### src/rtl/serial_adder_pkg.sv
// Shared types and constants for the bit-serial adder.
// State encodings and the bit-counter width helper live here.
package serial_adder_pkg;

  typedef enum logic [1:0] {
    ST_IDLE = 2'd0,
    ST_ADD  = 2'd1,
    ST_DONE = 2'd2
  } state_t;

  function automatic int cnt_w(input int w);
    return (w <= 2) ? 1 : $clog2(w);
  endfunction

endpackage

### src/rtl/half_adder.sv
// Half adder cell: sum and carry of two bits.
// Building block of the serial full-adder cell.
module half_adder (
  input  logic a,
  input  logic b,
  output logic s,
  output logic c
);

  assign s = a ^ b;
  assign c = a & b;

endmodule

### src/rtl/serial_fa_bit.sv
// Combinational full adder from two half_adder cells.
// Used once by serial_adder for the per-clock bit sum.
module serial_fa_bit (
  input  logic a,
  input  logic b,
  input  logic cin,
  output logic s,
  output logic cout
);

  logic s0;
  logic c0;
  logic c1;

  half_adder u_ha0 (
    .a (a),
    .b (b),
    .s (s0),
    .c (c0)
  );

  half_adder u_ha1 (
    .a (s0),
    .b (cin),
    .s (s),
    .c (c1)
  );

  assign cout = c0 | c1;

endmodule

### src/rtl/serial_adder.sv
// Bit-serial unsigned adder, LSB first, one bit per clock.
// Define SERIAL_ADDER_OVF_EN to add the signed-overflow output ovf.
module serial_adder
  import serial_adder_pkg::*;
#(
  parameter int WIDTH = 8
) (
  input  logic             clk,
  input  logic             rst,
  input  logic             in_valid,
  output logic             in_ready,
  input  logic [WIDTH-1:0] a,
  input  logic [WIDTH-1:0] b,
  output logic             out_valid,
  input  logic             out_ready,
  output logic [WIDTH-1:0] sum,
`ifdef SERIAL_ADDER_OVF_EN
  output logic             ovf,
`endif
  output logic             carry
);

  localparam int CW = cnt_w(WIDTH);
  localparam logic [CW-1:0] LAST = CW'(WIDTH - 1);

  state_t         state;
  logic [WIDTH-1:0] a_sr;
  logic [WIDTH-1:0] b_sr;
  logic [WIDTH-1:0] sum_sr;
  logic [CW-1:0]  cnt;
  logic           c_reg;
  logic           fa_s;
  logic           fa_co;
  logic [WIDTH-1:0] sum_nxt;

  serial_fa_bit u_fa (
    .a    (a_sr[0]),
    .b    (b_sr[0]),
    .cin  (c_reg),
    .s    (fa_s),
    .cout (fa_co)
  );

  assign in_ready = !rst && (state == ST_IDLE);
  assign sum_nxt  = {fa_s, sum_sr[WIDTH-1:1]};

  always_ff @(posedge clk) begin
    if (rst) begin
      state     <= ST_IDLE;
      a_sr      <= '0;
      b_sr      <= '0;
      sum_sr    <= '0;
      cnt       <= '0;
      c_reg     <= 1'b0;
      sum       <= '0;
      carry     <= 1'b0;
      out_valid <= 1'b0;
`ifdef SERIAL_ADDER_OVF_EN
      ovf       <= 1'b0;
`endif
    end else begin
      unique case (state)
        ST_IDLE: begin
          if (in_valid && in_ready) begin
            a_sr  <= a;
            b_sr  <= b;
            c_reg <= 1'b0;
            cnt   <= '0;
            state <= ST_ADD;
          end
        end
        ST_ADD: begin
          a_sr   <= a_sr >> 1;
          b_sr   <= b_sr >> 1;
          sum_sr <= sum_nxt;
          c_reg  <= fa_co;
          cnt    <= cnt + CW'(1);
          if (cnt == LAST) begin
            sum       <= sum_nxt;
            carry     <= fa_co;
            out_valid <= 1'b1;
`ifdef SERIAL_ADDER_OVF_EN
            // c_reg here is the carry into the MSB
            ovf       <= c_reg ^ fa_co;
`endif
            state     <= ST_DONE;
          end
        end
        ST_DONE: begin
          if (out_ready) begin
            out_valid <= 1'b0;
            state     <= ST_IDLE;
          end
        end
        default: state <= ST_IDLE;
      endcase
    end
  end

endmodule

### config.mk
export PLATFORM = sky130hd
export DESIGN_NAME = serial_adder
export DESIGN_NICKNAME = d
export VERILOG_FILES = /design/src/rtl/serial_adder_pkg.sv /design/src/rtl/half_adder.sv /design/src/rtl/serial_fa_bit.sv /design/src/rtl/serial_adder.sv
export SDC_FILE = /design/constraint.sdc
export NUM_CORES = 1
export LEC_CHECK = 0
export CAP_MARGIN = 20
export CORE_MARGIN = 5
export CORE_UTILIZATION = 35
export DETAILED_ROUTE_END_ITERATION = 7
export DONT_BUFFER_PORTS = 1
export SYNTH_ARGS = -nofsm -noshare
export SYNTH_HDL_FRONTEND = slang
export SYNTH_HIERARCHICAL = 1
export SYNTH_SLANG_ARGS = --single-unit
### constraint.sdc
create_clock -name clk -period 1.3 [get_ports clk]
set_input_delay 0.195 -clock clk [delete_from_list [all_inputs] [get_ports clk]]
set_output_delay 0.195 -clock clk [all_outputs]
set_load 0.02 [all_outputs]
==> metrics, run 1 <==
status=complete, but fails checks; violated checks=hold timing; Worst path slowest cell=dfxtp_2; CTS Buf Count=5; largest registers=a_sr (8), b_sr (8), sum (8); CP most frequent cell=ha_4; Post-Place Cells=226; Post-Synth XOR/XNOR Area=0%; H-tree Lvls=2; GRT Residual Overflow=0; row count=24; Vias/cell=5.23; mapped cell area=1630 um^2; worst-margin pin slew=0.386 ns; clock slew at reported path FFs=0.09 ns; main combinational cell family by area after synthesis=compound AO/OA/AOI/OAI gates; Final setup violation count=0; fin nets=210; HPWL after DPL=2250 um; final worst setup slack=0.0226 ns; Clk pwr share=40.5%; power per cell area=1290 nW/um^2; Synth Instances=179; syn avg cell area=9.11 um^2; vias in the first global route=1215; clock sink count=39; period utilization=98.3%; multiplexer share of the synthesized area=1.23%; clk_skew=0.0124 ns; RD Place Congestion=0.712; Flop pwr share=50.8%; Crit Path Class=flip-flop to flip-flop; Adder-Cell Fraction of Synth Area=3.07%; largest buffer count on any clock path=2; Via Count=1251; IO buf count=0; Worst Path Buf+Inv=1; simple-gate share of the synthesized area=15.0%; Max-slew headroom=74.2%; Die Area=6130 um^2; leak pwr=0.706 nW; clock latency on the worst-skew pair=0.30 ns; drt drc=0; hold_ws=-0.0463 ns; Die H=78.3 um; Place WS=-0.0396 ns; Setup crit start kind=flip-flop; Die Wd=78.3 um; post-DR wirelength/cell=15.0 um; peak supply drop=637 uV; starting density of the core=36.7%; WP data required=1.54 ns; CP peak stage delay=0.34 ns; crit-path cells=ha_4 -> ha_4 -> nand3b_1 -> clkbuf_16 -> nand2_1 -> a21oi_2; DR iter-0 viols=30; largest net degree at the start of global routing=41; count of final hold-check violations=25; Critical Path Sink Type=flip-flop; cell family with most CP delay=flip-flops; RSZ-0062 raised after global routing=true; post-synthesis sequential area ratio=47.9%; post-synth net total=203; Slew Limit Fails=0; proportion of layout cells with a drive suffix above 1=27.8%; antenna-violating nets left=0; post-layout util=43.8%; Arr. time, crit path=1.52 ns; Cell Int Power=1.93 mW; I/O pin count=31; core area=4440 um^2; combinational share of power=8.6%; Antenna diodes=0; Achievable Freq=783 MHz; global-route wire length before repair=5880 um; Synth Register Bits=39; Final Instance Count excl. Fillers=239; Tmin final=1.28 ns; initial antenna violation count=0; worst hold path class=primary input to flip-flop; Ys Warns=6; Sw Ratio=23.4%; MaxCap Viol Count=0; Unique masters post-synth=26; Root Driver=clkbuf_8; switching power=0.590 mW; post-synthesis compound-gate area fraction=23.0%; Total GRT Usage=12.0%; Crit Path Max Fanout=5; WL final=3590 um; Area Growth Syn to Fin=19.3%; first drt pass iteration count=4; CTS tree=done; most frequent cells in the layout=dfxtp_1, a21oi_1, nand2_1; most common cell after layout, fill and taps aside=dfxtp_1
power groups by stage:
| stage | sequential [mW] | clock (mW) | combinational (mW) |
|---|---|---|---|
| after floorplan | 1.30 | 0 | 0.190 |
| after global placement | 1.30 | 0 | 0.199 |
| after detailed placement | 1.31 | 0 | 0.201 |
| after CTS | 1.28 | 1.04 | 0.214 |
| after global routing | 1.29 | 1.10 | 0.246 |
| final | 1.28 | 1.02 | 0.217 |
synthesized netlist by cell type:
library cell / instances / area (um^2)
buf_6: 7 / 78.8
nor2_2: 2 / 12.5
inv_1: 15 / 56.3
nor2_1: 8 / 30.0
nor3_1: 2 / 10.0
buf_1: 1 / 3.75
nand2b_1: 2 / 12.5
clkbuf_1: 3 / 11.3
nor2_4: 1 / 11.3
nand2_1: 24 / 90.1
o221a_1: 10 / 113
nor3b_1: 1 / 7.51
nand2_2: 1 / 6.26
a22oi_1: 5 / 37.5
dfxtp_1: 39 / 781
nor2b_1: 1 / 6.26
nand3b_1: 1 / 7.51
o21bai_2: 1 / 11.3
mux2i_1: 2 / 20.0
buf_2: 2 / 10.0
or2_1: 1 / 6.26
o221a_2: 4 / 45.0
nand3_1: 9 / 45.0
a2bb2oi_1: 1 / 8.76
ha_1: 4 / 50.1
a21oi_1: 32 / 160
per-layer routing:
| layer | share of wire, % | GRT usage [%] | vias to the layer above |
|---|---|---|---|
| met2 | 47 | 19.3 | 33 |
| met1 | 47 | 14.7 | 582 |
| met4 | 1.1 | 4.20 | 0 |
| met3 | 5.4 | 4.69 | 5 |
| li1 | - | - | 631 |
| met5 | 0 | 0 | - |
what timing repair did:
item	CTS	global route
endpoints found under the setup margin	4	17
endpoints found under the hold margin	25	25
cloned	0	1
gates resized for setup	9	18
setup buffers	2	2
pin swaps	4	7
final timing paths:
path         cells after the start                      to  slack [ns]                    from
min                              1     sum[2]$_SDFFE_PP0P_       -0.05                     rst
max reg2reg                      6     sum[5]$_SDFFE_PP0P_        0.02     cnt[0]$_SDFFE_PP0P_
max                              6     sum[5]$_SDFFE_PP0P_        0.02     cnt[0]$_SDFFE_PP0P_
min reg2reg                      2  sum_sr[1]$_SDFFE_PP0P_        0.46  sum_sr[1]$_SDFFE_PP0P_
cell families (layout without fill, tap and decap cells):
kind of cell,after synthesis,after routing
mux,2,2
flops,39,39
simple gates,53,53
fa+ha+maj,4,4
compound gates,53,53
buf+inv,28,36
layout make-up:
| class | count | area (um^2) |
|---|---|---|
| sequential | 39 | 793 |
| tap | 52 | 65.1 |
| fill | 448 | 2500 |
| timing repair buffer | 13 | 148 |
| clock buffer | 5 | 68.8 |
| clock inverter | 3 | 43.8 |
| inverter | 15 | 56.3 |
| multi-input combinational | 112 | 772 |
worst register-to-register path, cell delays in order, from the launching register on:
cell and delay [ns]:
dfxtp_2 0.34, ha_4 0.16, ha_4 0.16, nand3b_1 0.20, clkbuf_16 0.20, nand2_1 0.06
a21oi_2 0.12
stage by stage:
step | area (um^2) | power [mW] | TNS (ns)
2_1_floorplan | 1630 | 1.49 | 0
3_3_place_gp | 1680 | 1.50 | -0.0176
3_5_place_dp | 1680 | 1.51 | -0.0396
4_1_cts | 1840 | 2.53 | 0
5_1_grt | 1950 | 2.63 | -0.235
6_report | 1950 | 2.52 | 0
Note: power is estimated with default switching activity, not from simulation.
==> run 2: changes to the inputs <==
--- a/config.mk
+++ b/config.mk
@@ -5,7 +5,7 @@
 export SDC_FILE = /design/constraint.sdc
 export NUM_CORES = 1
 export LEC_CHECK = 0
-export CAP_MARGIN = 20
+export CAP_MARGIN = 10
 export CORE_MARGIN = 5
 export CORE_UTILIZATION = 35
 export DETAILED_ROUTE_END_ITERATION = 7
==> results of run 2 <==
Same layout as run 1: the final DEF is identical, and so are final timing and power.
